==> config.mk <==
export PLATFORM = sky130hd
export DESIGN_NAME = ltl_event_collector_flat
export DESIGN_NICKNAME = d
export VERILOG_FILES = /design/src/rtl/ltl_mon_pkg.sv /design/src/rtl/ltl_event_collector_if.sv /design/src/rtl/ltl_evt_fifo.sv /design/src/rtl/ltl_event_collector.sv /design/src/flat_wrapper.sv
export SDC_FILE = /design/constraint.sdc
export NUM_CORES = 1
export LEC_CHECK = 0
export ABC_AREA = 1
export BUFFER_PORTS_ARGS = -buffer_cell sky130_fd_sc_hd__buf_4
export CAP_MARGIN = 20
export CORE_MARGIN = 1.5
export CORE_UTILIZATION = 45
export CTS_CLUSTER_SIZE = 24
export DETAILED_ROUTE_END_ITERATION = 10
export GPL_TIMING_DRIVEN = 0
export MAX_ROUTING_LAYER = met4
export PLACE_DENSITY = 0.7
export SLEW_MARGIN = 20
export SYNTH_ARGS = -nofsm -noshare
export SYNTH_HDL_FRONTEND = slang
export SYNTH_SLANG_ARGS = --single-unit
==> constraint.sdc <==
create_clock -name clk -period 4 [get_ports clk]
set_clock_uncertainty 0.05 [all_clocks]
set_input_delay 0.8 -clock clk [delete_from_list [all_inputs] [get_ports clk]]
set_output_delay 0.8 -clock clk [all_outputs]
set_load 0.02 [all_outputs]
==> src/rtl/ltl_mon_pkg.sv <==
`default_nettype none
// ============================================================================
// Module      : ltl_mon_pkg
// Description : Shared constants and event record type for the cluster-1 LTL
//               monitor consumers.
// Revision    : 1.0 - initial release
// ============================================================================
package ltl_mon_pkg;

    localparam int NUM_PROPS  = 9;
    localparam int TS_WIDTH   = 16;
    localparam int CNT_WIDTH  = 8;
    localparam int FIFO_DEPTH = 8;

    typedef struct packed {
        logic [TS_WIDTH-1:0]  ts;
        logic [NUM_PROPS-1:0] mask;
    } ltl_evt_t;

    localparam int LTL0 = 0;
    localparam int LTL1 = 1;
    localparam int LTL2 = 2;
    localparam int LTL3 = 3;
    localparam int LTL4 = 4;
    localparam int LTL5 = 5;
    localparam int LTL6 = 6;
    localparam int LTL7 = 7;
    localparam int LTL8 = 8;

endpackage
`default_nettype wire

==> src/rtl/ltl_event_collector_if.sv <==
`default_nettype none
// ============================================================================
// Module      : ltl_event_collector_if
// Description : Valid/ready event stream from the collector to its sink.
// Revision    : 1.0 - initial release
// ============================================================================
interface ltl_event_collector_if
    import ltl_mon_pkg::*;
#(
    parameter int DATA_WIDTH = TS_WIDTH + NUM_PROPS
);
    logic                  evt_valid;
    logic                  evt_ready;
    logic [DATA_WIDTH-1:0] evt_data;

    modport master (output evt_valid, output evt_data, input evt_ready);
    modport slave  (input evt_valid, input evt_data, output evt_ready);
endinterface
`default_nettype wire

==> src/rtl/ltl_evt_fifo.sv <==
`default_nettype none
// ============================================================================
// Module      : ltl_evt_fifo
// Description : Synchronous event FIFO with a registered head (valid + data);
//               the head is preloaded from the next-state read pointer.
// Revision    : 1.0 - initial release
// ============================================================================
module ltl_evt_fifo #(
    parameter int DATA_WIDTH = 25,
    parameter int DEPTH      = 8
) (
    input  wire logic                  clk,
    input  wire logic                  rst,
    input  wire logic                  i_push,
    input  wire logic [DATA_WIDTH-1:0] i_push_data,
    input  wire logic                  i_pop,
    output logic                       o_full,
    output logic                       o_empty,
    output logic                       o_head_valid,
    output logic [DATA_WIDTH-1:0]      o_head_data
);
    localparam int c_AW = $clog2(DEPTH);

    logic [DATA_WIDTH-1:0] r_mem [DEPTH];
    logic [c_AW:0]         r_wr_ptr;
    logic [c_AW:0]         r_rd_ptr;
    logic [c_AW:0]         w_wr_ptr_nxt;
    logic [c_AW:0]         w_rd_ptr_nxt;
    logic                  w_full;
    logic                  w_empty;
    logic                  w_do_push;
    logic                  w_do_pop;
    logic [DATA_WIDTH-1:0] w_head_nxt;
    logic [DATA_WIDTH-1:0] r_head_data;
    logic                  r_head_valid;

    assign w_full    = (r_wr_ptr[c_AW] != r_rd_ptr[c_AW]) &&
                       (r_wr_ptr[c_AW-1:0] == r_rd_ptr[c_AW-1:0]);
    assign w_empty   = (r_wr_ptr == r_rd_ptr);
    assign w_do_pop  = i_pop && !w_empty;
    // A pop frees the slot in the same edge, so a full FIFO still accepts.
    assign w_do_push = i_push && (!w_full || w_do_pop);

    assign w_wr_ptr_nxt = r_wr_ptr + (c_AW+1)'(w_do_push);
    assign w_rd_ptr_nxt = r_rd_ptr + (c_AW+1)'(w_do_pop);

    // Bypass when the entry being written is the one that becomes the head.
    always_comb begin
        w_head_nxt = r_mem[w_rd_ptr_nxt[c_AW-1:0]];
        if (w_do_push && (w_rd_ptr_nxt[c_AW-1:0] == r_wr_ptr[c_AW-1:0])) begin
            w_head_nxt = i_push_data;
        end
    end

    always_ff @(posedge clk) begin
        if (w_do_push) begin
            r_mem[r_wr_ptr[c_AW-1:0]] <= i_push_data;
        end
    end

    always_ff @(posedge clk) begin
        if (rst) begin
            r_wr_ptr     <= '0;
            r_rd_ptr     <= '0;
            r_head_valid <= 1'b0;
            r_head_data  <= '0;
        end else begin
            r_wr_ptr     <= w_wr_ptr_nxt;
            r_rd_ptr     <= w_rd_ptr_nxt;
            r_head_valid <= (w_wr_ptr_nxt != w_rd_ptr_nxt);
            r_head_data  <= w_head_nxt;
        end
    end

    assign o_full       = w_full;
    assign o_empty      = w_empty;
    assign o_head_valid = r_head_valid;
    assign o_head_data  = r_head_data;

endmodule
`default_nettype wire

==> src/rtl/ltl_event_collector.sv <==
`default_nettype none
// ============================================================================
// Module      : ltl_event_collector
// Description : Registers LTL hit flags, keeps sticky status and saturating
//               hit counters, and queues time-stamped hit events.
// Revision    : 1.0 - initial release
// ============================================================================
module ltl_event_collector #(
    parameter int NUM_PROPS  = ltl_mon_pkg::NUM_PROPS,
    parameter int TS_WIDTH   = ltl_mon_pkg::TS_WIDTH,
    parameter int CNT_WIDTH  = ltl_mon_pkg::CNT_WIDTH,
    parameter int FIFO_DEPTH = ltl_mon_pkg::FIFO_DEPTH
) (
    input  wire logic                           clk,
    input  wire logic                           reset,
    input  wire logic                           run,
    input  wire logic [NUM_PROPS-1:0]           ltl_hits,
    input  wire logic                           clear_sticky,
    ltl_event_collector_if.master               evt,
    output logic [NUM_PROPS-1:0]                sticky,
    output logic [NUM_PROPS*CNT_WIDTH-1:0]      hit_count,
    output logic                                overflow,
    output logic                                irq
);
    import ltl_mon_pkg::*;

    localparam int c_EVT_W = TS_WIDTH + NUM_PROPS;

    logic [TS_WIDTH-1:0]  r_ts;
    logic [TS_WIDTH-1:0]  r_ts_q;
    logic [NUM_PROPS-1:0] r_hits_q;
    logic [NUM_PROPS-1:0] r_sticky;
    logic                 r_overflow;
    logic                 r_irq;
    logic                 w_push;
    logic                 w_pop;
    logic                 w_drop;
    logic                 w_fifo_full;
    logic                 w_fifo_empty;
    logic [c_EVT_W-1:0]   w_push_data;

    always_ff @(posedge clk) begin
        if (reset) begin
            r_ts     <= '0;
            r_ts_q   <= '0;
            r_hits_q <= '0;
        end else begin
            r_hits_q <= run ? ltl_hits : '0;
            r_ts_q   <= r_ts;
            if (run) begin
                r_ts <= r_ts + TS_WIDTH'(1);
            end
        end
    end

    assign w_push      = |r_hits_q;
    assign w_pop       = evt.evt_ready && !w_fifo_empty;
    assign w_drop      = w_push && w_fifo_full && !w_pop;
    assign w_push_data = {r_ts_q, r_hits_q};

    ltl_evt_fifo #(
        .DATA_WIDTH (c_EVT_W),
        .DEPTH      (FIFO_DEPTH)
    ) u_fifo (
        .clk          (clk),
        .rst          (reset),
        .i_push       (w_push),
        .i_push_data  (w_push_data),
        .i_pop        (w_pop),
        .o_full       (w_fifo_full),
        .o_empty      (w_fifo_empty),
        .o_head_valid (evt.evt_valid),
        .o_head_data  (evt.evt_data)
    );

    // A hit arriving together with clear_sticky survives the clear.
    always_ff @(posedge clk) begin
        if (reset) begin
            r_sticky   <= '0;
            r_overflow <= 1'b0;
            r_irq      <= 1'b0;
        end else begin
            r_sticky   <= (clear_sticky ? '0 : r_sticky) | r_hits_q;
            r_overflow <= (clear_sticky ? 1'b0 : r_overflow) | w_drop;
            r_irq      <= |r_sticky;
        end
    end

    for (genvar gi = 0; gi < NUM_PROPS; gi++) begin : g_cnt
        logic [CNT_WIDTH-1:0] r_cnt;

        always_ff @(posedge clk) begin
            if (reset) begin
                r_cnt <= '0;
            end else if (r_hits_q[gi]) begin
                if (clear_sticky) begin
                    r_cnt <= CNT_WIDTH'(1);
                end else if (r_cnt != '1) begin
                    r_cnt <= r_cnt + CNT_WIDTH'(1);
                end
            end else if (clear_sticky) begin
                r_cnt <= '0;
            end
        end

        assign hit_count[gi*CNT_WIDTH +: CNT_WIDTH] = r_cnt;
    end

    assign sticky   = r_sticky;
    assign overflow = r_overflow;
    assign irq      = r_irq;

endmodule
`default_nettype wire
==> src/flat_wrapper.sv <==
// flat-port wrapper written by rule: the top's interface ports become plain ports
module ltl_event_collector_flat import ltl_mon_pkg::*;
#(
    parameter int NUM_PROPS  = ltl_mon_pkg::NUM_PROPS,
    parameter int TS_WIDTH   = ltl_mon_pkg::TS_WIDTH,
    parameter int CNT_WIDTH  = ltl_mon_pkg::CNT_WIDTH,
    parameter int FIFO_DEPTH = ltl_mon_pkg::FIFO_DEPTH
)
  (clk, reset, run, ltl_hits, clear_sticky, sticky, hit_count, overflow, irq, evt_evt_valid, evt_evt_data, evt_evt_ready);
  ltl_event_collector_if evt_i ();
  input  wire logic clk;
  input  wire logic reset;
  input  wire logic run;
  input  wire logic [NUM_PROPS-1:0] ltl_hits;
  input  wire logic clear_sticky;
  output logic [NUM_PROPS-1:0] sticky;
  output logic [NUM_PROPS*CNT_WIDTH-1:0] hit_count;
  output logic overflow;
  output logic irq;
  output wire logic [$bits(evt_i.evt_valid)-1:0] evt_evt_valid;
  output wire logic [$bits(evt_i.evt_data)-1:0] evt_evt_data;
  input wire logic [$bits(evt_i.evt_ready)-1:0] evt_evt_ready;
  assign evt_evt_valid = evt_i.evt_valid;
  assign evt_evt_data = evt_i.evt_data;
  assign evt_i.evt_ready = evt_evt_ready;
  ltl_event_collector #(.NUM_PROPS(NUM_PROPS), .TS_WIDTH(TS_WIDTH), .CNT_WIDTH(CNT_WIDTH), .FIFO_DEPTH(FIFO_DEPTH)) u_core (.clk(clk), .reset(reset), .run(run), .ltl_hits(ltl_hits), .clear_sticky(clear_sticky), .evt(evt_i), .sticky(sticky), .hit_count(hit_count), .overflow(overflow), .irq(irq));
endmodule
# Yosys cells after proc, flatten, opt, wreduce, memory -nomap -nowiden
# Memories as Yosys holds them, arrays and structs flattened. A register that Yosys moved wholly into a read port is not among the register bits.
# Index checks and enable logic that the tools add are counted.
# W data, S select, Z words.
[word_totals]
register_bits = 133
ramBits = 200
in_bits = 14
out_inout_bits = 109
memories = 1
[mem_list]
columns = ["memory", "words", "word_bits", "rd", "rd_clocked_by_memory_dff", "write_ports", "line_no", "rtl"]
rows = [
  ["u_core.u_fifo.r_mem", 8, 25, 1, 1, 1, "ltl_evt_fifo.sv:24", "logic [DATA_WIDTH-1:0] r_mem [DEPTH];"],
]
[op_classes]
add_sub_neg = 12
eq_ne = 13
mux = 32
bitwise_logic = 3
n_reduce_logical = 40
[ops]
columns = ["op", "n"]
rows = [
  ["$mux W8", 28],
  ["$add A8 B1 Y8 const B", 9],
  ["$ne A8 B8 Y1 const B", 9],
  ["$reduce_bool A2 Y1", 18],
  ["$reduce_and A2 Y1", 9],
  ["$reduce_or A9 Y1", 2],
  ["$add A16 B1 Y16 const B", 1],
  ["$mux W9", 1],
  ["$or A9 B9 Y9", 1],
  ["$add A4 B1 Y4", 2],
  ["$logic_and A1 B1 Y1", 6],
  ["$eq A4 B4 Y1", 1],
  ["$ne A4 B4 Y1", 1],
  ["$eq A3 B3 Y1", 1],
  ["$logic_not A1 Y1", 3],
  ["$mux W1", 3],
  ["$reduce_or A2 Y1", 1],
  ["$logic_or A1 B1 Y1", 1],
  ["$ne A1 B1 Y1", 1],
  ["$not A1 Y1", 1],
  ["$or A1 B1 Y1", 1],
]

# Logic depth before layout (Yosys ltp)
[depth]
ltp_word = 8
ltp_mapped = 19
depth_no_buf = 17

# Modules after synthesis
# Synthesis repeated with hierarchy kept, for this count alone.
[hier_totals]
hier_cells = 1794
hier_area_um2 = 15760.1
[modules_own_cells]
columns = ["mod", "instances", "cells_each", "area_each_um2", "seq_area_each_um2"]
rows = [
  ["ltl_evt_fifo", 1, 928, 9808.2, 6686.4],
  ["ltl_event_collector", 1, 866, 5952.0, 2482.4],
]

# Least setup slack after synthesis
# Ideal clock, no wire load.
[synth_timing]
path_kind = "input to register"
start = "in evt_evt_ready"
end = "mem u_core.u_fifo.r_mem[1][0], enable pin"
arrival_ns = 2.253
path_slack_ns = 1.291
stages = 6
cell_sequence = "inv_1 nand4_1 nand2_1 inv_1 nand2_1 nor2_1"
[synth_via]
elab_chain_cells = 6
[synth_lines]
columns = ["element", "line_no", "rtl"]
rows = [
  ["from (decl)", "flat_wrapper.sv:22", "input wire logic [$bits(evt_i.evt_ready)-1:0] evt_evt_ready;"],
  ["$logic_and A1 B1 Y1", "ltl_event_collector.sv:57", "assign w_pop = evt.evt_ready && !w_fifo_empty;"],
  ["$logic_and A1 B1 Y1", "ltl_evt_fifo.sv:40", "assign w_do_pop = i_pop && !w_empty;"],
  ["$logic_or A1 B1 Y1", "ltl_evt_fifo.sv:42", "assign w_do_push = i_push && (!w_full || w_do_pop);"],
  ["$logic_and A1 B1 Y1", "ltl_evt_fifo.sv:42", ""],
  ["$mux W1", "ltl_evt_fifo.sv:56", "if (w_do_push) begin"],
  ["$mux W1 (not written as such)", "ltl_evt_fifo.sv:57", "r_mem[r_wr_ptr[c_AW-1:0]] <= i_push_data;"],
  ["to (decl)", "ltl_evt_fifo.sv:24", ""],
]
# Every way passes these cells.

# Worst setup path in the final report
[layout_timing]
start = "reg u_core.u_fifo.r_wr_ptr[1]"
end = "reg u_core.u_fifo.r_head_data[9] (netlist: u_core.u_fifo.o_head_data[9]), read port of u_core.u_fifo.r_mem"
[layout_via]
elab_chain_cells = 5
[layout_lines]
columns = ["element", "line_no", "rtl"]
rows = [
  ["from (decl)", "ltl_evt_fifo.sv:25", "logic [c_AW:0] r_wr_ptr;"],
  ["from (signal assigned)", "ltl_evt_fifo.sv:68", "r_wr_ptr <= w_wr_ptr_nxt;"],
  ["$eq A4 B4 Y1 *", "ltl_evt_fifo.sv:39", "assign w_empty = (r_wr_ptr == r_rd_ptr);"],
  ["$logic_not A1 Y1 *", "ltl_evt_fifo.sv:40, ltl_event_collector.sv:57", ""],
  ["$logic_and A1 B1 Y1", "ltl_event_collector.sv:57", ""],
  ["$logic_and A1 B1 Y1 *", "ltl_evt_fifo.sv:40", ""],
  ["$add A4 B1 Y4 *", "ltl_evt_fifo.sv:45", "assign w_rd_ptr_nxt = r_rd_ptr + (c_AW+1)'(w_do_pop);"],
  ["via u_core.u_fifo.w_rd_ptr_nxt[1]", "ltl_evt_fifo.sv:28", "logic [c_AW:0] w_rd_ptr_nxt;"],
  ["to (decl)", "ltl_evt_fifo.sv:34", "logic [DATA_WIDTH-1:0] r_head_data;"],
]
# Mark *: on every way through the listed nets, which the timed path passes. The rest lies on a longest branch.
# A chain may end at the register's enable or synchronous reset.

==> results.py <==
metrics = {
    "clock_network": {
        "path_clk_slew_ns": 0.06,
        "clk_path_buf_depth": 3,
        "post_cts_buffers": 0,
        "cts_resized": 0,
        "numCtsBuffers": 38,
        "hold_buffers": 0,
        "htreeDepth": 2,
        "cts_sinks": 358,
        "clk_latency_ns": 0.52,
        "cts_root_buffer": "clkbuf_16",
        "cts_tree": "yes",
    },
    "timing": {
        "finalMaxSlewViolations": 0,
        "hold_ws_ns": 0.413,
        "slew_headroom_pct": 41.6,
        "final.period_utilization_pct": 78.3,
        "rsz0062_at_grt": "no",
        "finalSetupViolCount": 0,
        "finalHoldViolations": 0,
        "min_period_ns": 3.13,
        "clock.fmax_mhz": 319,
        "worst_pin_slew_ns": 0.875,
    },
    "yosys": {
        "yosysWarnings": 0,
        "synth-edff-count": 200,
        "ys_seq_area_share_pct": 61.8,
        "ys_types": 34,
        "avgSynthCellArea_sq_um": 9.05,
        "synth_area_leader_cell": "edfxtp_1",
        "synth_ff_type": "edfxtp_1",
        "synth_top_area_share_pct": 40.4,
        "synth-seq-cells": 358,
        "netlist_area_sq_um": 14800,
        "synth_cells": 1640,
        "synth.area.top_cells": "edfxtp_1, dfxtp_1, nand2_1",
        "ys_async_sr_fraction_pct": 0,
        "synth_nets": 1668,
    },
    "layout": {
        "syn_to_final_growth_pct": 19.9,
        "nets": 1836,
        "final_cells": 2280,
        "final_layout_size_suffix_gt1_share_pct": 12.7,
    },
    "critical_path": {
        "start_kind": "flip-flop",
        "worstPathArrival_ns": 3.49,
        "r2r-start": "u_core.u_fifo.r_wr_ptr[1]$_SDFF_PP0_",
        "r2r_slack_ns": 0.87,
        "r2r-end": "u_core.u_fifo.o_head_data[9]$_SDFF_PP0_",
        "rr_worst_depth": 17,
        "crit_path_max_fanout": 10,
        "worstSetupEndpointType": "flip-flop",
        "cp_data_required_time_ns": 4.36,
        "path_class": "reg2reg",
    },
    "hold_path": {
        "min_path_cells": 2,
        "worstHoldStart": "u_core.g_cnt[7].r_cnt[6]$_SDFFE_PP0P_",
        "holdPathEnd": "u_core.g_cnt[7].r_cnt[6]$_SDFFE_PP0P_",
        "hold_path.class": "reg2reg",
    },
    "floorplan": {
        "initial_utilization_pct": 45.6,
        "coreArea_sq_um": 32500,
        "die_w_um": 185,
        "fp-row-count": 66,
        "ioPinCount": 123,
        "fp.dieArea_sq_um": 34100,
        "die_y_um": 185,
    },
    "placement": {
        "place_hpwl_mm": 26.2,
        "gp_congestion": 0.881,
        "dpl.cell_count": 2210,
        "portBuffers": 120,
    },
    "pwr": {
        "ir_drop_uv": 335,
        "powerDensity_nw_per_um2": 592,
        "p_leak_nw": 7.10,
    },
    "job": {
        "cap_violations": 0,
    },
    "drt": {
        "vias": 11900,
        "first_pass_iters": 5,
        "post_drt_wl_per_cell_um": 16.7,
        "drt-total-wl_mm": 38.1,
        "detail-route-antenna-nets": 0,
        "drc": 0,
        "vias_per_cell": 5.23,
        "drt-initial-drc-count": 972,
    },
    "global_routing": {
        "grt_pass1_vias": 11300,
        "globalRouteOverflowTotal": 0,
        "grt_max_degree": 20,
        "antenna_found_initial": 1,
        "grt_pass1_wl_mm": 59.4,
        "grt_use_total_pct": 23.2,
    },
    "status": {
        "status": "completed",
    },
}
## cell families (layout without fill, tap and decap cells)
| logic type | count (synthesis) | in the layout | share of synthesized area [%] |
|---|---|---|---|
| XOR/XNOR | 13 | 13 | 0.767 |
| adder cells (fa/ha/maj) | 14 | 14 | 1.18 |
| flip-flops | 358 | 358 | 61.8 |
| buffers and inverters | 201 | 398 | 5.41 |
| AND/OR/NAND/NOR | 891 | 891 | 24.8 |
| other | 0 | 1 | 0 |
| AO/OA/AOI/OAI | 163 | 163 | 6.08 |
## synth_stat cells (6+ instances only)
cell type	instances
o21a_1	24
xnor2_1	7
o21ai_0	56
dfxtp_1	158
buf_2	36
clkbuf_1	26
edfxtp_1	200
nor2_1	220
nand2_1	441
ha_1	14
nor3_1	10
nand3_1	190
nand4_1	16
a21oi_1	71
inv_1	122
buf_1	6
xor2_1	6
## critical path, stage by stage (launching register included)
cell	delay, ns
dfxtp_1	0.48
inv_2	0.09
nand2_1	0.07
nand2_1	0.05
nor2_1	0.15
a31oi_1	0.11
ha_1	0.21
ha_1	0.27
buf_2	0.22
inv_2	0.14
nand2_1	0.09
nand4_1	0.08
nor2_1	0.14
nand3_2	0.14
buf_2	0.26
nand2_1	0.10
nand2_1	0.06
nor2_1	0.29
## power breakdown
part           switching, mW  internal, mW
Clock                   1.39          2.08
Sequential             0.100          4.17
Combinational           1.87         0.942
## worst max-delay path by stage
stage                                                     from                                      end  slack [ns]  depth (start not counted)
after floorplan                                  evt_evt_ready      u_core.u_fifo.r_mem[1][0]$_DFFE_PP_        1.29                          6
after global placement           u_core.r_hits_q[0]$_SDFF_PP0_     u_core.u_fifo.r_mem[7][14]$_DFFE_PP_       -0.16                          7
after detailed placement                         evt_evt_ready  u_core.u_fifo.o_head_data[9]$_SDFF_PP0_        0.86                         15
after CTS                 u_core.u_fifo.r_wr_ptr[1]$_SDFF_PP0_  u_core.u_fifo.o_head_data[8]$_SDFF_PP0_        0.94                         16
after global routing      u_core.u_fifo.r_wr_ptr[1]$_SDFF_PP0_  u_core.u_fifo.o_head_data[9]$_SDFF_PP0_        0.75                         16
final                     u_core.u_fifo.r_wr_ptr[1]$_SDFF_PP0_  u_core.u_fifo.o_head_data[9]$_SDFF_PP0_        0.87                         17
## cell usage in the layout, fill, tap and decap left out, drive strengths merged, types with 2 or more instances in the layout
cell type	n
a21o	2
a21oi	71
a31oi	4
buf	171
bufinv	3
clkbuf	86
clkinv	9
dfxtp	158
edfxtp	200
ha	14
inv	128
nand2	441
nand3	191
nand3b	5
nand4	16
nor2	221
nor3	10
nor3b	3
nor4	2
o21a	24
o21ai	57
or2	2
xnor2	7
xor2	6
## sequential cells by signal, summed over array words and instances, names as in the netlist, 4 cells and up
signal	flops
u_core.r_ts	16
u_core.u_fifo.r_rd_ptr	4
u_core.u_fifo.r_wr_ptr	4
u_core.sticky	9
u_core.g_cnt.r_cnt	72
u_core.r_ts_q	16
u_core.u_fifo.o_head_data	25
u_core.r_hits_q	9
u_core.u_fifo.r_mem	200
## layout make-up
type	count	area (sq um)
clock inverter	9	124
buffer	69	308
timing repair buffer	128	1120
tap	442	553
fill	2903	14700
multi-input combinational	1081	4940
inverter	132	495
antenna	1	2.50
clock buffer	60	1100
sequential	358	9170
## routing by layer
metal / wire [um] / track usage [%] / vias to the layer above
li1: - / - / 5776
met1: 15500 / 27.8 / 5601
met2: 18100 / 38.2 / 450
met3: 3200 / 5.47 / 86
met4: 1240 / 8.78 / 0
met5: 0 / - / -
## stage by stage
step	power (mW)	worst slack, ns	utilization [%]	area, sq um	setup TNS [ns]
after floorplan	6.17	1.29	-	14800	0
after global placement	7.01	-0.158	50.1	16300	-11.08
after detailed placement	7.13	0.858	51.0	16600	0
after CTS	10.6	0.944	54.7	17800	0
after global routing	11.1	0.748	54.7	17800	0
final	10.5	0.869	54.7	17800	0
Note: power is estimated with default switching activity, not from simulation.
